[src/rtl/console_text_writer_if.sv]
// Byte-stream input and text-memory write port of the console text writer.
// The writer owns the slave modport; the byte source / memory side uses master.
interface console_text_writer_if #(
    parameter int ADDR_W = 16
);
    logic [7:0]        rx_data;
    logic              rx_valid;
    logic              rx_ready;
    logic [ADDR_W-1:0] mem_addr;
    logic [7:0]        mem_data;
    logic              mem_we;

    modport slave (
        input  rx_data, rx_valid,
        output rx_ready, mem_addr, mem_data, mem_we
    );

    modport master (
        output rx_data, rx_valid,
        input  rx_ready, mem_addr, mem_data, mem_we
    );
endinterface

[src/rtl/console_text_writer.sv]
// Text cursor and control-code interpreter that turns a byte stream into
// single-cycle writes on the console text memory, including a full-screen clear.
module console_text_writer #(
    parameter int         COLS      = 80,
    parameter int         ROWS      = 30,
    parameter int         ADDR_W    = 16,
    parameter logic [7:0] FILL_CHAR = 8'h20
) (
    input  logic                  clk,
    input  logic                  rst_n,
    console_text_writer_if.slave  bus,
    output logic [7:0]            cursor_col,
    output logic [7:0]            cursor_row,
    output logic                  busy
);
    // COLS*ROWS must fit in ADDR_W bits so the clear sweep can reach the last cell.
    localparam logic [ADDR_W-1:0] LAST_ADDR = ADDR_W'(COLS * ROWS - 1);
    localparam logic [7:0]        LAST_COL  = 8'(COLS - 1);
    localparam logic [7:0]        LAST_ROW  = 8'(ROWS - 1);

    typedef enum logic [1:0] {IDLE, WRITE, CLEAR} state_t;

    state_t            state, state_nxt;
    logic [7:0]        col_nxt, row_nxt;
    logic              busy_nxt;
    logic              we_q, we_nxt;
    logic [ADDR_W-1:0] addr_q, addr_nxt;
    logic [7:0]        data_q, data_nxt;
    logic              accept;
    logic [ADDR_W-1:0] cur_addr;

    assign bus.rx_ready = (state == IDLE);
    assign bus.mem_we   = we_q;
    assign bus.mem_addr = addr_q;
    assign bus.mem_data = data_q;

    assign accept   = bus.rx_valid && (state == IDLE);
    assign cur_addr = ADDR_W'(cursor_row) * ADDR_W'(COLS) + ADDR_W'(cursor_col);

    always_ff @(posedge clk or negedge rst_n) begin
        if (!rst_n) begin
            state      <= IDLE;
            cursor_col <= '0;
            cursor_row <= '0;
            busy       <= 1'b0;
            we_q       <= 1'b0;
            addr_q     <= '0;
            data_q     <= '0;
        end else begin
            state      <= state_nxt;
            cursor_col <= col_nxt;
            cursor_row <= row_nxt;
            busy       <= busy_nxt;
            we_q       <= we_nxt;
            addr_q     <= addr_nxt;
            data_q     <= data_nxt;
        end
    end

    always_comb begin
        state_nxt = state;
        col_nxt   = cursor_col;
        row_nxt   = cursor_row;
        busy_nxt  = busy;
        we_nxt    = 1'b0;
        addr_nxt  = addr_q;
        data_nxt  = data_q;
        case (state)
            IDLE: begin
                if (accept) begin
                    if (bus.rx_data >= 8'h20 && bus.rx_data <= 8'h7E) begin
                        // mem_data doubles as the latch for the pending character
                        state_nxt = WRITE;
                        we_nxt    = 1'b1;
                        addr_nxt  = cur_addr;
                        data_nxt  = bus.rx_data;
                    end else begin
                        case (bus.rx_data)
                            8'h0D: col_nxt = '0;
                            8'h0A: row_nxt = (cursor_row == LAST_ROW) ? 8'd0 : cursor_row + 8'd1;
                            8'h08: if (cursor_col != 8'd0) col_nxt = cursor_col - 8'd1;
                            8'h0C: begin
                                state_nxt = CLEAR;
                                busy_nxt  = 1'b1;
                                we_nxt    = 1'b1;
                                addr_nxt  = '0;
                                data_nxt  = FILL_CHAR;
                            end
                            default: ;
                        endcase
                    end
                end
            end
            WRITE: begin
                state_nxt = IDLE;
                if (cursor_col == LAST_COL) begin
                    col_nxt = '0;
                    row_nxt = (cursor_row == LAST_ROW) ? 8'd0 : cursor_row + 8'd1;
                end else begin
                    col_nxt = cursor_col + 8'd1;
                end
            end
            CLEAR: begin
                // mem_addr is the sweep counter; the write to LAST_ADDR is the final one
                if (addr_q == LAST_ADDR) begin
                    state_nxt = IDLE;
                    busy_nxt  = 1'b0;
                    col_nxt   = '0;
                    row_nxt   = '0;
                end else begin
                    we_nxt   = 1'b1;
                    addr_nxt = addr_q + 1'b1;
                end
            end
            default: state_nxt = IDLE;
        endcase
    end
endmodule

[src/flat_wrapper.sv]
// flat-port wrapper written by rule: the top's interface ports become plain ports
module console_text_writer_flat 
#(
    parameter int         COLS      = 80,
    parameter int         ROWS      = 30,
    parameter int         ADDR_W    = 16,
    parameter logic [7:0] FILL_CHAR = 8'h20
)
  (clk, rst_n, cursor_col, cursor_row, busy, bus_rx_data, bus_rx_valid, bus_rx_ready, bus_mem_addr, bus_mem_data, bus_mem_we);
  console_text_writer_if #(.ADDR_W(ADDR_W)) bus_i ();
  input  logic clk;
  input  logic rst_n;
  output logic [7:0] cursor_col;
  output logic [7:0] cursor_row;
  output logic busy;
  input wire logic [$bits(bus_i.rx_data)-1:0] bus_rx_data;
  input wire logic [$bits(bus_i.rx_valid)-1:0] bus_rx_valid;
  output wire logic [$bits(bus_i.rx_ready)-1:0] bus_rx_ready;
  output wire logic [$bits(bus_i.mem_addr)-1:0] bus_mem_addr;
  output wire logic [$bits(bus_i.mem_data)-1:0] bus_mem_data;
  output wire logic [$bits(bus_i.mem_we)-1:0] bus_mem_we;
  assign bus_i.rx_data = bus_rx_data;
  assign bus_i.rx_valid = bus_rx_valid;
  assign bus_rx_ready = bus_i.rx_ready;
  assign bus_mem_addr = bus_i.mem_addr;
  assign bus_mem_data = bus_i.mem_data;
  assign bus_mem_we = bus_i.mem_we;
  console_text_writer #(.COLS(COLS), .ROWS(ROWS), .ADDR_W(ADDR_W), .FILL_CHAR(FILL_CHAR)) u_core (.clk(clk), .rst_n(rst_n), .bus(bus_i), .cursor_col(cursor_col), .cursor_row(cursor_row), .busy(busy));
endmodule
[config.mk]
export PLATFORM = sky130hd
export DESIGN_NAME = console_text_writer_flat
export DESIGN_NICKNAME = d
export VERILOG_FILES = /design/src/rtl/console_text_writer_if.sv /design/src/rtl/console_text_writer.sv /design/src/flat_wrapper.sv
export SDC_FILE = /design/constraint.sdc
export NUM_CORES = 1
export LEC_CHECK = 0
export CAP_MARGIN = 20
export CORE_ASPECT_RATIO = 0.75
export CORE_MARGIN = 4
export CORE_UTILIZATION = 31
export DETAILED_ROUTE_END_ITERATION = 6
export DONT_BUFFER_PORTS = 1
export MAX_ROUTING_LAYER = met4
export PLACE_DENSITY_LB_ADDON = 0.25
export SLEW_MARGIN = 20
export SYNTH_ARGS = -nofsm -noshare
export SYNTH_HDL_FRONTEND = slang
export SYNTH_SLANG_ARGS = --single-unit
[constraint.sdc]
create_clock -name clk -period 6.7 [get_ports clk]
set_input_delay 1.005 -clock clk [delete_from_list [all_inputs] [get_ports clk]]
set_output_delay 1.005 -clock clk [all_outputs]
set_load 0.01 [all_outputs]
==> results.txt <==
status - complete, no violations
TritonCTS Buffers - 5
top-area cell type share of the netlist area - 0.319
number of synthesized flops with an enable pin - 0
routed vias - 3183
min Tclk post-route - 3.09 ns
Post-Route WL - 10200 µm
Finished Cell Area - 3720 µm²
setup TNS - 0 ns
Via-to-Cell Ratio - 5.88
die area - 12900 µm²
Flop pwr share - 0.326
largest net degree at the start of global routing - 45
Setup CP Type - reg -> reg
gr ovfl total - 0
WP data arrival - 3.26 ns
Max transition margin - 0.398
nets - 439
First-pass DRT Iterations - 4
Core ar. - 10900 µm²
synthesized area - 3450 µm²
Syn Nets - 449
worst-path cell chain - ha_1 > ha_1 > fa_1 > xor2_1 > nand2_1 > nor4b_1 > nand3_1 > xnor2_1 > a221o_1
die width - 130 µm
Worst Setup Start Kind - flop
Fin. Hold Viols - 0
CTS Buffer Depth - 2
syn_area_per_cell - 8.42 µm²
H-tree depth - 2
I/O pin cnt - 54
total of warnings raised by yosys - 0
share of the yosys chip area belonging to registers - 0.319
Detailed Place HPWL - 7480 µm
row cnt - 33
clk sinks - 44
Multi-input gate area - 2240 µm²
Final period util - 0.461
chip height - 99.4 µm
Starting Density - 0.317
Core Util, Final - 0.341
CTS tree - done
wire per inst - 18.8 µm
Max Slew Vio Count - 0
Total Routing Usage GR - 0.164
maximum vdd drop - 0.000175 V
Clock Latency Late Sink - 0.29 ns
top cell type by total area after synthesis - dfrtp_1
n_diodes - 0
RSZ-0062 raised after global routing - false
top post-synthesis cells by area - dfrtp_1 (32%), ha_1 (9.4%), nand2_1 (6.1%)
share of cells above drive strength 1 - 0.0599
cell leakage power - 1.51 nW
synthesis-stage register bit count - 44
# fillers - 1150
# DRC - 0
Clock Skew - 0.00632 ns
critical path fanouts, max - 9
FF/Latch Area - 1100 µm²
Top delay family on crit path - adder cells
initial DRC count - 283
post-CTS sizing - 0
Crit path top cell by count - ha_1
clock group share of total power - 0.166
dpl cell area - 3550 µm²
Syn Inst Count - 410
worst path required time - 6.87 ns
P per Cell Area - 464 nW/µm²
Crit path buffers/inverters - 0
Area Overhead vs Synth - 7.72%
Post-CTS Setup Bufs - 0
logic gate share of total power - 0.508
crit end category - flop
P_int - 0.896 mW
CP max stage delay - 0.52 ns
Port Buffers - 0
# setup viols final - 0
initial antenna violation count - 0
Worst Tran Pin Value - 0.896 ns
first-pass GRT wire length - 16300 µm
Post-CTS Hold Buffers - 0
Hold WC Path Type - in -> async
vias in the first global route - 2943
RD Place Congestion - 0.836
Detail Route Antenna Nets - 0
Worst-path clk slew - 0.07 ns
critical path's slowest cell - dfrtp_1
CTS root buffer - clkbuf_16
Async S/R FF share, synth - 1.00
switching share of power - 0.481
max-cap viol count - 0
Sw Pwr - 0.829 mW
Top FF cell, synth - dfrtp_1
Cell variety after synth - 59
Max Clock Freq - 323 MHz
## final timing paths
check | slack [ns] | start | cells after the start | endpoint
min | 0.40 | rst_n | 0 | u_core.bus.mem_data[3]$_DFFE_PN0P_
max in group asynchronous | 6.20 | rst_n | 0 | u_core.cursor_col[3]$_DFFE_PN0P_
min in group clk | 0.56 | u_core.bus.mem_data[4]$_DFFE_PN0P_ | 2 | u_core.bus.mem_data[4]$_DFFE_PN0P_
max reg2reg | 3.61 | u_core.cursor_row[1]$_DFFE_PN0P_ | 9 | u_core.bus.mem_addr[13]$_DFFE_PN0P_
min reg2reg | 0.56 | u_core.bus.mem_data[4]$_DFFE_PN0P_ | 2 | u_core.bus.mem_data[4]$_DFFE_PN0P_
max | 3.61 | u_core.cursor_row[1]$_DFFE_PN0P_ | 9 | u_core.bus.mem_addr[13]$_DFFE_PN0P_
## power groups by stage
stage	clock network [mW]	registers, mW	logic (mW)
floorplan	0	0.492	0.717
global placement	0	0.563	0.868
detailed placement	0	0.568	0.875
CTS	0.295	0.562	0.880
global route	0.307	0.587	0.996
finish	0.286	0.563	0.876
## worst reg2reg max path, stage by stage, from the launching register on
cell and delay (ns):
dfrtp_1 0.52, ha_1 0.36, ha_1 0.23, fa_1 0.43
xor2_1 0.22, nand2_1 0.12, nor4b_1 0.47, nand3_1 0.15
xnor2_1 0.15, a221o_1 0.33
## cells by family after synthesis
| group | after synthesis | share of synthesized area |
|---|---|---|
| DFF | 44 | 0.319 |
| AOI/OAI and AO/OA | 118 | 0.227 |
| and+or+nand+nor | 183 | 0.287 |
| adders and majority gates | 28 | 0.106 |
| xor gates and xnor gates | 11 | 0.0279 |
| buffers and inverters | 26 | 0.0337 |
## cell usage after synthesis, types with 5 or more instances
master,instances
a211oi_1,5
a21oi_1,20
a31oi_1,6
a32oi_1,5
and3_1,11
clkbuf_1,13
dfrtp_1,44
ha_1,26
inv_1,8
nand2_1,56
nand3_1,25
nand4_1,8
nor2_1,26
nor3_1,9
nor4b_1,6
o21ai_0,33
o22ai_1,5
o31ai_1,11
or2_2,5
or4_1,5
xnor2_1,8
## sequential cells by signal (all words and copies together) (netlist names)
register             flops
u_core.bus.mem_we        1
u_core.bus.mem_addr     16
u_core.cursor_col        8
u_core.bus.mem_data      8
u_core.busy              1
u_core.state             2
u_core.cursor_row        8
## routing by layer
layer,part of all wire,vias to the layer above,wire length [µm],GRT usage
li1,-,1538,-,-
met1,0.49,1548,5010,0.253
met2,0.40,86,4110,0.206
met3,0.091,11,928,0.0483
met4,0.011,0,114,0.0383
met5,0,-,0,-
## metrics by stage
| step | setup slack [ns] | power (mW) | hold WS [ns] | cells |
|---|---|---|---|---|
| after floorplan | 3.85 | 1.21 | 0.511 | 410 |
| after global placement | 3.67 | 1.43 | 0.541 | 533 |
| after detailed placement | 3.60 | 1.44 | 0.549 | 533 |
| after CTS | 3.58 | 1.74 | 0.389 | 541 |
| after global routing | 3.29 | 1.89 | 0.384 | 541 |
| final | 3.61 | 1.73 | 0.400 | 541 |
## final cells by class
type | instances | area share
clock buffer | 6 | 0.0347
clock inverter | 2 | 0.00942
inverter | 8 | 0.00808
multi-input combinational | 340 | 0.602
sequential | 44 | 0.296
tap | 140 | 0.0471
timing repair buffer | 1 | 0.00202
## layout by cell type, fill, tap and decap left out, types with 4 or more instances in the layout
cell | synthesis | layout
o211ai_1 | 4 | 4
nor3_1 | 9 | 9
dfrtp_1 | 44 | 44
o31ai_1 | 11 | 11
xnor2_1 | 8 | 8
a211oi_1 | 5 | 5
a32oi_1 | 5 | 5
or4_1 | 5 | 5
nand4_1 | 8 | 8
a21o_1 | 4 | 4
nor4b_1 | 6 | 6
ha_1 | 26 | 26
nand3_1 | 25 | 25
o21ai_0 | 33 | 33
nor2_1 | 26 | 26
or2_2 | 5 | 5
o22ai_1 | 5 | 5
clkbuf_16 | 0 | 5
a21oi_1 | 20 | 20
inv_1 | 8 | 8
nand2b_1 | 4 | 4
nand2_1 | 56 | 56
a31oi_1 | 6 | 6
and3_1 | 11 | 11
(Power assumes the default switching activity.)
